### src/rtl/cic_comp_fir.sv
// rtl/cic_comp_fir.sv - CIC droop-compensation FIR, one MAC per cycle, programmable taps
//
// Optional feature macro: CIC_COMP_SYM_FOLD_EN (symmetric coefficient folding).
//
// Ports:
//   clk, rst_n      clock; asynchronous active-low reset
//   valid_in        fir_in qualifier from the decimator
//   bypass          pass fir_in/valid_in straight to the outputs with one cycle of latency
//   fir_in          signed input sample
//   coeff_wr_en     coefficient write strobe, honoured only while idle
//   coeff_addr      coefficient index
//   coeff_data      coefficient value, signed Q1.(COEFF_WIDTH-1)
//   fir_out         filtered sample, held between valid_out pulses
//   valid_out       one-cycle result strobe
//   busy            filter is working on a sample
//   sample_drop     a valid_in arrived while busy and was discarded
//   coeff_wr_err    a coefficient write was rejected (busy or bad address)
//   overflow        result clipped to the positive limit
//   underflow       result clipped to the negative limit
// DATA_FRAC documents the sample format; input and output share it.
module cic_comp_fir #(
    parameter int DATA_WIDTH  = 16,
    parameter int DATA_FRAC   = 15,
    parameter int COEFF_WIDTH = 16,
    parameter int NUM_TAPS    = 15
) (
    input  logic                   clk,
    input  logic                   rst_n,
    input  logic                   valid_in,
    input  logic                   bypass,
    input  logic [DATA_WIDTH-1:0]  fir_in,
    input  logic                   coeff_wr_en,
    input  logic [5:0]             coeff_addr,
    input  logic [COEFF_WIDTH-1:0] coeff_data,
    output logic [DATA_WIDTH-1:0]  fir_out,
    output logic                   valid_out,
    output logic                   busy,
    output logic                   sample_drop,
    output logic                   coeff_wr_err,
    output logic                   overflow,
    output logic                   underflow
);

    localparam int CENTRE = (NUM_TAPS - 1) / 2;
`ifdef CIC_COMP_SYM_FOLD_EN
    localparam int NUM_COEF = (NUM_TAPS + 1) / 2;
`else
    localparam int NUM_COEF = NUM_TAPS;
`endif
    localparam int ACC_W  = DATA_WIDTH + COEFF_WIDTH + $clog2(NUM_TAPS);
    localparam int PROD_W = DATA_WIDTH + 1 + COEFF_WIDTH;

    localparam logic [COEFF_WIDTH-1:0] COEF_ONE = {1'b0, {(COEFF_WIDTH-1){1'b1}}};
    localparam logic [DATA_WIDTH-1:0]  OUT_MAX  = {1'b0, {(DATA_WIDTH-1){1'b1}}};
    localparam logic [DATA_WIDTH-1:0]  OUT_MIN  = {1'b1, {(DATA_WIDTH-1){1'b0}}};
    localparam logic signed [ACC_W-1:0] RND_HALF =
        {{(ACC_W-1){1'b0}}, 1'b1} << (COEFF_WIDTH - 2);
    localparam logic signed [ACC_W-1:0] SAT_MAX =
        {{(ACC_W-DATA_WIDTH+1){1'b0}}, {(DATA_WIDTH-1){1'b1}}};
    localparam logic signed [ACC_W-1:0] SAT_MIN = ~SAT_MAX;

    typedef enum logic [1:0] {IDLE, MAC, ROUND} state_t;

    state_t                         state_q, state_d;
    logic        [5:0]              idx;
    logic signed [ACC_W-1:0]        acc;
    logic signed [DATA_WIDTH-1:0]   x     [NUM_TAPS];
    logic signed [COEFF_WIDTH-1:0]  coeff [NUM_COEF];
    logic signed [DATA_WIDTH:0]     tap_x;
    logic signed [COEFF_WIDTH-1:0]  tap_c;
    logic signed [PROD_W-1:0]       prod;
    logic signed [ACC_W-1:0]        acc_rnd, acc_sh;
    logic                           addr_ok;

    assign busy    = (state_q != IDLE);
    assign addr_ok = (coeff_addr < 6'(NUM_COEF));

    always_ff @(posedge clk or negedge rst_n) begin
        if (!rst_n) state_q <= IDLE;
        else        state_q <= state_d;
    end

    // Bypass overrides everything and parks the FSM, so a sample being
    // processed when bypass rises is abandoned.
    always_comb begin
        state_d = state_q;
        if (bypass) begin
            state_d = IDLE;
        end else begin
            case (state_q)
                IDLE:    if (valid_in) state_d = MAC;
                MAC:     if (idx == 6'(NUM_COEF - 1)) state_d = ROUND;
                ROUND:   state_d = IDLE;
                default: state_d = IDLE;
            endcase
        end
    end

    // Operand select for the current MAC step. With folding, the mirrored
    // taps are pre-added so one multiply covers both halves.
    always_comb begin
        tap_x = '0;
        tap_c = '0;
        for (int k = 0; k < NUM_COEF; k++) begin
            if (idx == 6'(k)) begin
                tap_c = coeff[k];
`ifdef CIC_COMP_SYM_FOLD_EN
                if (k == CENTRE)
                    tap_x = {x[k][DATA_WIDTH-1], x[k]};
                else
                    tap_x = {x[k][DATA_WIDTH-1], x[k]}
                          + {x[NUM_TAPS-1-k][DATA_WIDTH-1], x[NUM_TAPS-1-k]};
`else
                tap_x = {x[k][DATA_WIDTH-1], x[k]};
`endif
            end
        end
    end

    assign prod    = tap_x * tap_c;
    assign acc_rnd = acc + RND_HALF;
    assign acc_sh  = acc_rnd >>> (COEFF_WIDTH - 1);

    always_ff @(posedge clk or negedge rst_n) begin
        if (!rst_n) begin
            fir_out      <= '0;
            valid_out    <= 1'b0;
            sample_drop  <= 1'b0;
            coeff_wr_err <= 1'b0;
            overflow     <= 1'b0;
            underflow    <= 1'b0;
            acc          <= '0;
            idx          <= '0;
            for (int k = 0; k < NUM_TAPS; k++) x[k] <= '0;
        end else begin
            valid_out    <= 1'b0;
            sample_drop  <= 1'b0;
            coeff_wr_err <= 1'b0;
            overflow     <= 1'b0;
            underflow    <= 1'b0;
            if (bypass) begin
                fir_out   <= fir_in;
                valid_out <= valid_in;
            end else begin
                sample_drop  <= valid_in && busy;
                coeff_wr_err <= coeff_wr_en && (busy || !addr_ok);
                case (state_q)
                    IDLE: begin
                        if (valid_in) begin
                            x[0] <= fir_in;
                            for (int k = 1; k < NUM_TAPS; k++) x[k] <= x[k-1];
                            acc <= '0;
                            idx <= '0;
                        end
                    end
                    MAC: begin
                        acc <= acc + {{(ACC_W-PROD_W){prod[PROD_W-1]}}, prod};
                        idx <= idx + 6'd1;
                    end
                    ROUND: begin
                        valid_out <= 1'b1;
                        if (acc_sh > SAT_MAX) begin
                            fir_out  <= OUT_MAX;
                            overflow <= 1'b1;
                        end else if (acc_sh < SAT_MIN) begin
                            fir_out   <= OUT_MIN;
                            underflow <= 1'b1;
                        end else begin
                            fir_out <= acc_sh[DATA_WIDTH-1:0];
                        end
                    end
                    default: ;
                endcase
            end
        end
    end

    // Coefficient RAM; reset loads a unity impulse on the centre tap.
    always_ff @(posedge clk or negedge rst_n) begin
        if (!rst_n) begin
            for (int k = 0; k < NUM_COEF; k++)
                coeff[k] <= (k == CENTRE) ? COEF_ONE : '0;
        end else if (coeff_wr_en && !busy && addr_ok) begin
            for (int k = 0; k < NUM_COEF; k++)
                if (coeff_addr == 6'(k)) coeff[k] <= coeff_data;
        end
    end

endmodule
### config.mk
export PLATFORM = sky130hd
export DESIGN_NAME = cic_comp_fir
export DESIGN_NICKNAME = d
export VERILOG_FILES = /design/src/rtl/cic_comp_fir.sv
export SDC_FILE = /design/constraint.sdc
export NUM_CORES = 2
export LEC_CHECK = 0
export ABC_AREA = 1
export BUFFER_PORTS_ARGS = -buffer_cell sky130_fd_sc_hd__buf_2
export CORE_UTILIZATION = 35
export CTS_CLUSTER_DIAMETER = 50
export DETAILED_ROUTE_END_ITERATION = 12
export SLEW_MARGIN = 20
export SYNTH_ARGS = -nofsm -noshare
export SYNTH_HDL_FRONTEND = slang
export SYNTH_SLANG_ARGS = --single-unit
export TNS_END_PERCENT = 5
### constraint.sdc
create_clock -name clk -period 9.2 [get_ports clk]
set_input_delay 0.46 -clock clk [delete_from_list [all_inputs] [get_ports clk]]
set_output_delay 0.46 -clock clk [all_outputs]
set_load 0.05 [all_outputs]
Word-level counts from Yosys, hierarchy flattened

Cells that the tools add are included.

Flip-flop bits (word level): 545
Word-level logic and storage cells: 164

Add/subtract/negate cells: 3
Multiply operators: 1
$lt $le $gt $ge: 3
Eq/ne operators: 33
Mux-type cells: 53
Bitwise logic cells: 1
Reductions and logical operators: 31

Operators by type and width:

| cell                                                                              | number |
|---|---|
| 16-bit 2-to-1 mux                                                                 | 19 |
| 17-bit 2-to-1 mux                                                                 | 15 |
| 6-bit by 4-bit == test with 1-bit output, second input constant                   | 14 |
| 36-bit case mux with 2 select lines                                               | 1 |
| 6-bit by 3-bit == test with 1-bit output, second input constant                   | 8 |
| 36-bit by 16-bit adder with 36-bit output, second input constant                  | 1 |
| 36-bit adder                                                                      | 1 |
| 36-bit 2-to-1 mux                                                                 | 1 |
| 17-bit by 16-bit multiplier with 33-bit output                                    | 1 |
| 2-bit AND reduction                                                               | 16 |
| 6-bit by 2-bit == test with 1-bit output, second input constant                   | 4 |
| 21-bit by 16-bit greater-than comparator with 1-bit output, second input constant | 1 |
| 21-bit by 16-bit less-than comparator with 1-bit output, second input constant    | 1 |
| 6-bit by 1-bit == test with 1-bit output, second input constant                   | 2 |
| 6-bit logical NOT                                                                 | 2 |
| 6-bit case mux with 2 select lines                                                | 1 |
| 1-bit 2-to-1 mux                                                                  | 11 |
| 6-bit by 1-bit adder with 6-bit output, second input constant                     | 1 |
| 6-bit by 4-bit less-than comparator with 1-bit output, second input constant      | 1 |
| 2-bit 2-to-1 mux                                                                  | 3 |
| 6-bit 2-to-1 mux                                                                  | 1 |
| 3-bit inequality test, second input constant                                      | 2 |
| 3-bit AND reduction                                                               | 2 |
| 2-bit nonzero test                                                                | 3 |
| 9 further kinds                                                                   | 13 |

Depth between registers and ports, before layout

Word-level depth: 19
Mapped depth: 60
Depth with buffers taken out: 58

Worst setup path after synthesis

No wires, ideal clock.

Path kind: register to register
Start: register idx[0]
End: register acc[34]
Arrival time: 8581 ps
Path slack: 497 ps
Cell stages (with the launch flop): 47
Path buffers: 2
Clock period less this slack: 8703 ps
Cell sequence: dfrtp_1 inv_1 ha_1 nand2_1 nor2_2 inv_2 buf_2 buf_4 nand3_1 o211ai_1 nand3_1 nand2_1 nand2_1 nand2_1 nand2_1 nand2_1 nand3_1 nand3_1 (+11 left out) fa_1 fa_1 ha_1 nand2_1 nor2_1 inv_1 o311ai_0 a21boi_0 o21bai_1 a21oi_1 xor2_1 ha_1 a21oi_1 o21ai_0 a21oi_1 o2111ai_1 or2_2 a32o_1

Word-level cells in the longest chain between the ends: 19

Ends and longest elaborated chain:

| element                                                                     | RTL line | RTL |
|---|---|---|
| start: declaration                                                          | 65       | `logic [5:0] idx;` |
| start signal: assignment                                                    | 158      | `idx <= idx + 6'd1;` |
| 6-bit logical NOT                                                           | 105      | `if (idx == 6'(k)) begin` |
| 17-bit 2-to-1 mux / 16-bit 2-to-1 mux (equally long branches) (15 in a row) | 105      |  |
| 17-bit by 16-bit multiplier with 33-bit output (*)                          | 120      | `assign prod = tap_x * tap_c;` |
| 36-bit adder (*)                                                            | 157      | `acc <= acc + {{(ACC_W-PROD_W){prod[PROD_W-1]}}, prod};` |
| 36-bit case mux with 2 select lines (*)                                     | 147      | `case (state_q)` |
| end signal: assignment                                                      | 157      |  |
| end: declaration                                                            | 66       | `logic signed [ACC_W-1:0] acc;` |

Every way passes the cells marked *; elsewhere a longest branch is shown, timed or not.
A chain may end at the register's enable or synchronous reset.

Worst setup path in the final report

Same ends and word-level chain as after synthesis.

==> out/metrics.yaml <==
cts:
  cts_sinks: 545
  worstSkewPairLatency_ns: 0.61
  cts_made_buffers: 69
  clk_pin_slew_ns: 0.06
  cts_tree: "built"
  clockBufferDepth: 3
  cts_root_buf: "clkbuf_16"
  htreeDepth: 3
cells_and_area:
  final_area_mm2: 0.04551
  multi_input_area_mm2: 0.02082
  regArea_mm2: 0.01366
  area_growth_pct: 22.26
  layout.nets: 5605
  drive_gt1_share_pct: 16.79
  fill_cells: 10639
  layoutNonFillerInstCount: 6615
routing:
  wl_per_cell_um: 16.48
  drtIter0Drc: 2503
  finalWirelength_mm: 109.0
  drt_pass1_iterations: 10
  drtAntennaViolNets: 0
  dr_total_vias: 32125
  via_per_inst: 4.856
  drc: 8
timing:
  setup_viol: 5
  maxSlewHeadroom_pct: 25.82
  fin_crit_ns: 9.281
  clock_skew_ns: 0.02299
  holdWs_ns: 0.07523
  report.final.slew_viol_count: 0
  worst_slew_pin_slew_ns: 1.110
  fmax_mhz: 107.7
  worst_slack_ns: -0.08142
  rsz0062_at_grt: "true"
  final_hold_viol_count: 0
  post-route-period-util_pct: 100.9
placement:
  dp.cells: 6461
  place_hpwl_mm: 82.15
  place.gp.congestion: 0.9416
  place_worst_setup_slack_ns: -0.6417
  dpl-instance-area_mm2: 0.04233
  numPortBuffers: 64
die:
  start_util_pct: 35.32
  die-area_mm2: 0.1077
  core_area_mm2: 0.1054
  num_io_pins: 65
  num_rows: 119
  dieHeight_um: 328.1
  die_x_um: 328.1
yosys:
  postSynthAreaPerCell_um2: 7.811
  synth_cell_type_count: 55
  synth_seq_cells: 545
  synth-seq-area-share_pct: 36.68
  synth-async-reset-ratio_pct: 100.0
  synth_flop_cell: "dfrtp_1"
  synth_area_leaders: "dfrtp_1 (36%), nand2_1 (14%), fa_1 (14%)"
  synth_top_area_share_pct: 35.63
  synth_edf_count: 0
  synth_top_cell_by_area: "dfrtp_1"
  synth_warnings: 0
  netlist_instances: 4766
  post_synth_instance_area_mm2: 0.03723
  syn_nets: 5200
global_route:
  antenna_found_initial: 0
  grt_use_met1_pct: 29.66
  grt_max_degree: 266
  grt_pass1_vias: 32389
  busiest_layer: "met2"
  grt_pass1_wl_mm: 179.1
  track_usage_pct: 20.94
  grt_overflow: 0
  met2_usage_pct: 32.91
  met3_usage_pct: 2.893
setup_path:
  critical_path_class: "register to register"
  worst_path_max_delay_cell: "fa_1"
  required_ns: 9.70
  cpPeakStageDelay_ns: 0.60
  arrival_ns: 9.78
  start_kind: "register"
  crit_fanout: 7
  cp-startpoint: "idx[0]"
  cp-end-kind: "register"
  cp_common_cell: "nand2_1"
  r2r_slack_ns: -0.08
  rr_startpoint: "idx[0]"
worst_hold_path:
  hold_path_class: "primary input to register"
  hp-start: "fir_in[13]"
job:
  maxCapViolCount: 0
status:
  violations: "DRC, setup timing"
  status: "finished with violations"
[placed cells by master (no fill, tap or decap), types with 8 or more instances in the layout]
| cell | netlist | layout |
|---|---|---|
| or2_2 | 25 | 25 |
| inv_2 | 12 | 17 |
| nand2_1 | 1438 | 1416 |
| buf_6 | 2 | 10 |
| nand2_2 | 7 | 28 |
| dfstp_2 | 15 | 15 |
| o211ai_1 | 9 | 9 |
| nand3_1 | 155 | 151 |
| o31ai_1 | 11 | 11 |
| ha_4 | 0 | 8 |
| buf_12 | 0 | 34 |
| a21oi_4 | 2 | 8 |
| o21ai_1 | 29 | 33 |
| clkbuf_1 | 164 | 10 |
| fa_1 | 269 | 263 |
| inv_1 | 626 | 620 |
| buf_2 | 40 | 63 |
| nor2_4 | 4 | 14 |
| or2_0 | 8 | 8 |
| a21oi_1 | 237 | 218 |
| a21oi_2 | 13 | 26 |
| o21ai_2 | 1 | 11 |
| xnor2_1 | 18 | 18 |
| clkbuf_16 | 0 | 70 |
| nand3_2 | 4 | 8 |
| nor2_2 | 5 | 15 |
| nor3_1 | 31 | 27 |
| dfrtp_1 | 530 | 530 |
| nand4_1 | 17 | 17 |
| o21ai_0 | 543 | 528 |
| ha_1 | 122 | 114 |
| nor2_1 | 306 | 286 |
| buf_4 | 6 | 445 |
| xor2_1 | 46 | 44 |
| clkbuf_8 | 0 | 13 |
[flip-flops by register name, indices dropped and copies added (netlist names), 2 cells and up]
name	cells
acc	36
idx	6
fir_out	16
x	240
state_q	2
coeff	240
[kinds of logic after synthesis]
kind of cell | count (synthesis) | share of synthesized area (%)
compound gates | 891 | 12.65
fa+ha+maj | 391 | 18.57
xor+xnor | 64 | 1.506
simple gates | 2012 | 21.65
buf+inv | 863 | 8.937
flops | 545 | 36.68
[timing repair]
| item | in CTS | in global routing |
|---|---|---|
| hold buffers | 1 | 0 |
| endpoints found under the setup margin | 18 | 20 |
| pin swaps | 40 | 19 |
| buffers inserted | 24 | 2 |
| gates resized for setup | 101 | 46 |
| hold endpoints to repair | 109 | 0 |
| gates cloned | 1 | 0 |
[critical path, delay by kind of cell, from the launching register on]
family                   cells  cell delay (ns)
AO/OA/AOI/OAI                9             1.61
AND/OR/NAND/NOR             18             1.82
flip-flops                   1             0.42
XOR/XNOR                     1             0.25
adder cells (fa/ha/maj)      9             3.97
buffers and inverters       10             1.09
[metrics by stage]
| step | utilization [%] | TNS [ns] |
|---|---|---|
| 2_1_floorplan | - | 0 |
| 3_3_place_gp | 40.16 | -6.403 |
| 3_5_place_dp | 40.16 | -6.861 |
| 4_1_cts | 42.94 | -0.2150 |
| 5_1_grt | 43.17 | -9.558 |
| 6_report | 43.18 | -0.1885 |
[worst paths after layout]
path,to,cells past startpoint
setup / recovery,acc[34],47
hold / removal,x[237],3
setup reg to reg,acc[34],47
hold reg to reg,x[24],2
max in group asynchronous,coeff[16],4
min in group asynchronous,x[196],2
[Yosys cell counts (4+ instances only)]
library cell,instances
a21oi_1,237
xor2_1,46
buf_1,10
a31oi_1,8
a21boi_0,4
dfstp_2,15
o21bai_1,7
nor4_1,4
o31ai_1,11
nand2_2,7
clkbuf_1,164
xnor2_1,18
o22ai_1,4
buf_2,40
or2_2,25
fa_1,269
or2_0,8
buf_4,6
o211ai_1,9
nand3_1,155
inv_2,12
o21ai_0,543
o21ai_1,29
nand4_1,17
ha_1,122
dfrtp_1,530
nand3_2,4
nor2_2,5
nor2_1,306
a21oi_2,13
nor3_1,31
inv_1,626
nor2_4,4
nand2_1,1438
[final cells by class]
class / instances / share of cell area (%)
Tap cell: 1391 / 3.824
Antenna cell: 2 / 0.01100
Sequential cell: 545 / 30.01
Timing Repair Buffer: 556 / 9.951
Multi-Input combinational cell: 3358 / 45.75
Clock inverter: 29 / 0.8412
Inverter: 641 / 5.297
Clock buffer: 93 / 4.324
[layer usage]
metal  wire length (um)  vias up
met4               3316        0
met1              50260    15453
li1                   -    15730
met2              49560      776
met3               5902      166
met5                  0        -
Power is not shown: default switching activity piles up to over one toggle a cycle in this logic, so the estimate is an artifact.
